## src/rtl/btb_pkg.sv

```systemverilog
// rtl/btb_pkg.sv - shared types, counter encodings and PC field helpers for the BTB
package btb_pkg;

    localparam int BTB_DATA_WIDTH = 32;
    localparam int BTB_INDEX_BITS = 4;
    localparam int BTB_TAG_BITS   = BTB_DATA_WIDTH - BTB_INDEX_BITS - 2;

    localparam logic [1:0] CTR_SNT   = 2'd0;
    localparam logic [1:0] CTR_WNT   = 2'd1;
    localparam logic [1:0] CTR_WT    = 2'd2;
    localparam logic [1:0] CTR_ST    = 2'd3;
    localparam logic [1:0] CTR_ALLOC = CTR_WT;

    typedef struct packed {
        logic                      valid;
        logic [BTB_TAG_BITS-1:0]   tag;
        logic [BTB_DATA_WIDTH-1:0] target;
        logic [1:0]                ctr;
    } btb_entry_t;

    // Word-aligned PCs: bits [1:0] never take part in indexing or tagging.
    function automatic logic [BTB_INDEX_BITS-1:0] btb_index(input logic [BTB_DATA_WIDTH-1:0] pc);
        return pc[BTB_INDEX_BITS+1:2];
    endfunction

    function automatic logic [BTB_TAG_BITS-1:0] btb_tag(input logic [BTB_DATA_WIDTH-1:0] pc);
        return pc[BTB_DATA_WIDTH-1:BTB_INDEX_BITS+2];
    endfunction

endpackage

```

## src/rtl/branch_target_buffer_sat_counter2.sv

```systemverilog
// rtl/branch_target_buffer_sat_counter2.sv - 2-bit saturating direction counter next-state
module sat_counter2
    import btb_pkg::*;
(
    input  logic [1:0] count,
    input  logic       taken,
    output logic [1:0] next_count
);

    // Step toward the resolved direction, holding at either end.
    always_comb begin
        next_count = count;
        if (taken) begin
            if (count != CTR_ST) begin
                next_count = count + 2'd1;
            end
        end else begin
            if (count != CTR_SNT) begin
                next_count = count - 2'd1;
            end
        end
    end

endmodule

```

## src/rtl/branch_target_buffer.sv

```systemverilog
// rtl/branch_target_buffer.sv - direct-mapped BTB with 2-bit counters and execute mispredict detect
module branch_target_buffer
    import btb_pkg::*;
#(
    parameter int DATA_WIDTH = BTB_DATA_WIDTH,
    parameter int INDEX_BITS = BTB_INDEX_BITS
)
(
    input  logic                  clk,
    input  logic                  rst_n,
    input  logic [DATA_WIDTH-1:0] PCF,
    output logic                  PredTakenF,
    output logic [DATA_WIDTH-1:0] PredTargetF,
    input  logic                  UpdateE,
    input  logic [DATA_WIDTH-1:0] PCE,
    input  logic                  TakenE,
    input  logic [DATA_WIDTH-1:0] PCTargetE,
    input  logic                  PredTakenE,
    input  logic [DATA_WIDTH-1:0] PredTargetE,
    output logic                  MispredictE,
    output logic [DATA_WIDTH-1:0] RedirectPCE
);

    localparam int ENTRIES = 1 << INDEX_BITS;

    // Flop array: the fetch read must be combinational and reset must clear every valid bit.
    btb_entry_t table_q [ENTRIES];

    logic [BTB_INDEX_BITS-1:0] idx_f;
    logic [BTB_INDEX_BITS-1:0] idx_e;
    btb_entry_t                rd_f;
    btb_entry_t                rd_e;
    logic                      hit_f;
    logic                      hit_e;
    logic [1:0]                ctr_next;

    assign idx_f = btb_index(PCF);
    assign idx_e = btb_index(PCE);
    assign rd_f  = table_q[idx_f];
    assign rd_e  = table_q[idx_e];
    assign hit_f = rd_f.valid && (rd_f.tag == btb_tag(PCF));
    assign hit_e = rd_e.valid && (rd_e.tag == btb_tag(PCE));

    sat_counter2 u_sat_counter2 (
        .count      (rd_e.ctr),
        .taken      (TakenE),
        .next_count (ctr_next)
    );

    // Fetch prediction: pre-update contents, forced not-taken while in reset.
    always_comb begin
        PredTakenF  = rst_n && hit_f && rd_f.ctr[1];
        PredTargetF = PCF + DATA_WIDTH'(4);
        if (PredTakenF) begin
            PredTargetF = rd_f.target;
        end
    end

    // Execute check: wrong direction, or taken to a different target than predicted.
    always_comb begin
        MispredictE = rst_n && UpdateE &&
                      ((PredTakenE != TakenE) || (TakenE && (PredTargetE != PCTargetE)));
        RedirectPCE = TakenE ? PCTargetE : (PCE + DATA_WIDTH'(4));
    end

    // Table update; reset has priority over a concurrent resolve and leaves tags/targets stale.
    always_ff @(posedge clk) begin
        if (!rst_n) begin
            for (int i = 0; i < ENTRIES; i++) begin
                table_q[i].valid <= 1'b0;
                table_q[i].ctr   <= CTR_SNT;
            end
        end else if (UpdateE) begin
            if (hit_e) begin
                table_q[idx_e].ctr <= ctr_next;
                if (TakenE) begin
                    table_q[idx_e].target <= PCTargetE;
                end
            end else if (TakenE) begin
                table_q[idx_e].valid  <= 1'b1;
                table_q[idx_e].tag    <= btb_tag(PCE);
                table_q[idx_e].target <= PCTargetE;
                table_q[idx_e].ctr    <= CTR_ALLOC;
            end
        end
    end

endmodule

```

## config.mk

```make
export PLATFORM = sky130hd
export DESIGN_NAME = branch_target_buffer
export DESIGN_NICKNAME = d
export VERILOG_FILES = /design/src/rtl/btb_pkg.sv /design/src/rtl/branch_target_buffer_sat_counter2.sv /design/src/rtl/branch_target_buffer.sv
export SDC_FILE = /design/constraint.sdc
export NUM_CORES = 1
export LEC_CHECK = 0
export BUFFER_PORTS_ARGS = -buffer_cell sky130_fd_sc_hd__buf_2
export CAP_MARGIN = 20
export CELL_PAD_IN_SITES_DETAIL_PLACEMENT = 0
export CELL_PAD_IN_SITES_GLOBAL_PLACEMENT = 1
export CORE_ASPECT_RATIO = 0.5
export CORE_MARGIN = 2
export CORE_UTILIZATION = 37
export DETAILED_ROUTE_END_ITERATION = 10
export PLACE_DENSITY = 0.67
export SLEW_MARGIN = 20
export SYNTH_ARGS = -nofsm -noshare
export SYNTH_HDL_FRONTEND = slang
export SYNTH_HIERARCHICAL = 1
export SYNTH_SLANG_ARGS = --single-unit
```

## constraint.sdc

```tcl
create_clock -name clk -period 7 [get_ports clk]
set_input_delay 2.1 -clock clk [delete_from_list [all_inputs] [get_ports clk]]
set_output_delay 2.1 -clock clk [all_outputs]
set_load 0.02 [all_outputs]
```

; Yosys cells after proc, flatten, opt, wreduce, memory -nomap -nowiden
; Memory sizes are Yosys's and may differ from the RTL's.
; Cells that the tools add are included.
[op_classes]
bitwise = 2
eq_ne = 5
n_mux = 24
n_reduce_logical = 10
n_addsub = 4
[ops]
columns = op, count
row1 = $mux 32, 3
row2 = $add 32x3->32 const B, 2
row3 = $mux 61, 1
row4 = $reduce_or 61->1, 1
row5 = $eq 26x26->1, 2
row6 = $ne 32x32->1, 1
row7 = $mux 1, 14
row8 = $mux 2, 4
row9 = $mux 4, 2
row10 = $logic_and 1x1->1, 7
row11 = $add 2x1->2 const B, 1
row12 = $ne 2x2->1 const B, 1
row13 = $or 1x1->1, 2
row14 = $reduce_bool 2->1, 1
row15 = $sub 2x1->2 const B, 1
row16 = $logic_or 1x1->1, 1
row17 = $ne 1x1->1, 1
[totals]
n_memories = 1
in_bits = 133
regBits = 0
output_inout_bits = 66
ram_bits = 976
word_cells = 46
[memory_table]
columns = name, words, width, rd, rd_clocked_by_memory_dff, write_ports, line
row1 = table_q, 16, 61, 2, 0, 16, branch_target_buffer.sv:27  ; btb_entry_t table_q [ENTRIES];

; Depth between registers and ports, before layout
; An unclocked memory read counts as a cell.
[logic_depth]
word_depth = 10
ltp_mapped = 15
depth_no_buf = 8

; Hierarchy
; The synthesis kept the hierarchy.
[modules_own_cells]
columns = mod, seq_area_each_um2, cells_per_inst, area_per_inst_um2, instances
row1 = branch_target_buffer, 29148.0, 2425, 44550.2, 1
row2 = sat_counter2, 0.0, 3, 26.3, 1

; Least setup slack after synthesis
; OpenSTA, ideal clock, no wires.
[synth_timing]
kind = in2out
start = in PCF[2]
end = out PredTargetF[10]
path_buffers = 8
t_required_ps = 4900
setup_slack_ps = -152
path_stages = 11
arrival_ps = 5052
path_cell_list = buf_6 -> buf_6 -> buf_6 -> buf_6 -> buf_6 -> buf_2 -> clkbuf_1 -> buf_2 -> mux4_2 -> mux4_2 -> mux2_1
[synth_via]
elab_chain_cells = 6
word_cells_on_any_way = 7
classes_between = 1 x add/sub / 1 x eq/ne / 1 x mux / 3 x reduce/logical / 1 x memory
[synth_rtl]
columns = item, line
row1 = "start, declared", branch_target_buffer.sv:11  ; input logic [DATA_WIDTH-1:0] PCF,
row2 = $mem_v2 16x61, n/a
row3 = $eq 26x26->1, branch_target_buffer.sv:41  ; assign hit_f = rd_f.valid && (rd_f.tag == btb_tag(PCF));
row4 = $logic_and 1x1->1, branch_target_buffer.sv:41
row5 = $logic_and 1x1->1 (2 in series), branch_target_buffer.sv:52  ; PredTakenF = rst_n && hit_f && rd_f.ctr[1];
row6 = $mux 32 *, branch_target_buffer.sv:54  ; if (PredTakenF) begin
row7 = "end, declared", branch_target_buffer.sv:13  ; output logic [DATA_WIDTH-1:0] PredTargetF,
; Mark *: on every way between the ends. The rest lies on a longest branch, timed or not.

; Worst setup path in the final report
[layout_timing]
start = in PCF[2]
end = out PredTargetF[12]
; Same word-level chain as after synthesis.

==> metrics.md <==
| Metric | Value |
|---|---|
| Status | `finished, violations left` |
| Failing checks | `setup timing` |
| Number of flip-flops in the largest register | `976` |
| Most frequent cell after synthesis | `edfxtp_1` |
| TritonCTS clock tree | `done` |
| Required @ worst endpoint | `4900 ps` |
| Post-synth top flop | `edfxtp_1` |
| Biggest register | `table_q` |
| Synth-to-Final Area Change | `18.6%` |
| Fmax | `0.135 GHz` |
| Leakage power | `0.0175 uW` |
| Synth cell count leaders | `edfxtp_1 (960), mux4_2 (352), nand2_1 (144)` |
| Fraction of registers with async set/reset | `0` |
| CP Data Arrival Time | `5330 ps` |
| Crit end category | `primary output` |
| Die W | `495 um` |
| Avg Cell Area, Syn | `18.4 um2` |
| Share of the synthesized area in the top cell type | `0.647` |
| Synthesized cell area | `44,600 um2` |
| RSZ-0062 raised after global routing | `yes` |
| Yosys cell types | `77` |
| DRT antenna net count | `0` |
| Tcrit/Tclk final | `1.06` |
| CTS buffer count | `91` |
| Wire per inst | `32.7 um` |
| Crit Path Class | `in2out` |
| Pre-CTS setup slack | `-583 ps` |
| YS warnings | `6` |
| Worst relative slew slack | `0.289` |
| Share of cells above drive strength 1 | `0.368` |
| Post-synthesis register bit count | `976` |
| Initial antenna violation count | `8` |
| Initial detailed-routing violation count | `3,540` |
| Hold slack | `472 ps` |
| Setup Viol. Count Final | `33` |
| I/O pins | `199` |
| Worst-Margin Slew | `1070 ps` |
| HP Class | `reg2reg` |
| R2R cell count | `8` |
| # rows | `89` |
| Min-Delay Path Depth | `2` |
| Core area | `119,000 um2` |
| Max-Cap Viols | `0` |
| Sequential share of the synthesized area | `0.654` |
| Clock slew at reported path FFs | `70 ps` |
| Hold Vio Cnt, Final | `0` |
| Area leader, netlist | `edfxtp_1` |
| Tot GR Track Use | `0.235` |
| Largest net degree at the start of global routing | `121` |
| Worst Skew | `56.7 ps` |
| Via count | `26,600` |
| Starting utilization of the core area | `0.376` |
| Count of input and output buffers | `198` |
| Final instance area | `52,900 um2` |
| Final wirelength | `147,000 um` |
| Worst-path fanout max | `8` |
| Post-synth EDFFs | `960` |
| Clk_lat worst skew | `720 ps` |
| Filler Cell Count | `10,300` |
| Vias in the first global route | `26,300` |
| First-pass GRT wire length | `204,000 um` |
| Biggest regs | `table_q x976` |
| Max Slew Vio Count | `0` |
| Remaining Overflow, GRT | `0` |
| Pre-antenna DRT Iters | `5` |
| Clk sink count | `976` |
| Mapped Cells | `2,428` |
| Power per cell area | `242 nW/um2` |
| PnR worst setup slack | `-427 ps` |
| DPL Wire Length | `94,600 um` |
| Post-Synthesis Net Count | `2,566` |
| Peak VDD IR | `0.200 mV` |
| Buffer type at the clock tree root | `clkbuf_16` |
| Synth top area cells | `edfxtp_1 (65%), mux4_2 (18%), mux2i_1 (2.8%)` |
| Die ar. | `123,000 um2` |
| CTS Hold Bufs | `0` |
| CP max stage cell | `mux4_2` |
| GPL Wtd Cong | `0.931` |
| Vias per inst | `5.93` |
| Placed inst area | `49,200 um2` |
| CP startpoint kind | `input pin` |
| CP cell instances | `buf_16 -> buf_12 -> buf_4 -> buf_12 -> mux4_2 -> mux4_2 -> xor2_1 -> nor4_2 -> buf_4 -> nand4_1 -> buf_6 -> buf_16 -> mux2_2 -> buf_2` |
| Residual DRC | `0` |
| Final Net Count | `2,956` |
| Chip height | `249 um` |
| H-tree level count | `3` |
| CTS max path bufs | `3` |
| Critical Path Max Stage Delay | `520 ps` |
| Crit path time final | `7430 ps` |
==> critical path, delay by kind of cell <==
family        cells  cell delay [ps]
xor+xnor          1              350
buf+inv           8             1280
mux               3             1360
simple gates      2              210
==> power by group <==
group	leakage (uW)	internal, uW	switching, uW
Sequential	0.00880	6460	18.1
Combinational	0.00729	504	733
Clock	0.00145	2800	2270
==> cell type report <==
cell class | instances | area [um2] | area share
clock inverters | 55 | 677 | 0.0128
repair buffers | 460 | 3810 | 0.0720
diodes | 2 | 5.00 | 0.0000947
multi-input cells | 1262 | 14800 | 0.280
flip-flops and latches | 976 | 29100 | 0.551
inverters | 27 | 104 | 0.00196
well taps | 1592 | 1990 | 0.0377
clock buffers | 110 | 2350 | 0.0444
==> metrics by stage <==
stage / util / power [uW] / instances / TNS (ps)
3_3_place_gp: 0.414 / 7780 / 4301 / -18440
4_1_cts: 0.442 / 12800 / 4472 / -10820
5_1_grt: 0.445 / 13100 / 4483 / -14220
2_1_floorplan: - / 7240 / 2428 / -936
3_5_place_dp: 0.414 / 7790 / 4301 / -17860
6_report: 0.445 / 12800 / 4484 / -13100
==> cell families (layout without fill, tap and decap cells) <==
logic type | Yosys count | in the layout | synth area share
flip-flops | 976 | 976 | 0.654
multiplexers | 532 | 532 | 0.221
adder cells (fa/ha/maj) | 7 | 7 | 0.00191
other | 0 | 2 | 0
XOR/XNOR | 136 | 136 | 0.0267
AND/OR/NAND/NOR | 389 | 389 | 0.0422
AO/OA/AOI/OAI | 198 | 198 | 0.0333
buffers and inverters | 190 | 652 | 0.0211
==> final timing paths <==
path | end | slack (ps) | from
worst max-delay path | PredTargetF[12] | -430 | PCF[2]
worst min-delay path | table_q[1][60]$_SDFF_PP1_ | 470 | table_q[1][60]$_SDFF_PP1_
worst max register to register | table_q[5][1]$_SDFFCE_PN0P_ | 2810 | table_q[10][52]$_DFFE_PP_
worst min register to register | table_q[1][60]$_SDFF_PP1_ | 470 | table_q[1][60]$_SDFF_PP1_
==> per-layer routing <==
metal,part of all wire,wire (um),vias to the layer above,GRT usage
met5,0.00017,25,-,0
met4,0.039,5770,4,0.0794
met3,0.090,13100,238,0.0528
met2,0.47,69100,1375,0.374
met1,0.40,58500,14100,0.318
li1,-,-,10800,-
==> cell usage in the layout (no fill, tap or decap), types with 17 or more instances in the layout <==
cell / synthesis / layout
nand2_1: 144 / 143
buf_2: 47 / 160
mux4_2: 352 / 352
mux2_2: 42 / 38
nand4_1: 23 / 23
buf_12: 0 / 37
a22oi_1: 20 / 20
mux2i_1: 124 / 122
buf_4: 17 / 220
xor2_1: 70 / 70
xnor2_1: 66 / 64
and3_1: 23 / 23
buf_6: 14 / 34
o21ai_0: 40 / 40
a221oi_1: 18 / 18
edfxtp_1: 960 / 960
nor2_1: 69 / 53
inv_1: 26 / 18
clkinv_2: 0 / 17
nand3_1: 40 / 40
clkbuf_1: 75 / 19
clkbuf_16: 0 / 93
==> timing repair <==
item | in CTS | in global routing
gates cloned | 3 | 2
pin swaps | 2 | 12
buffers inserted | 3 | 10
setup endpoints to repair | 33 | 33
gates resized for setup | 23 | 86
Note: power is estimated with default switching activity, not from simulation.
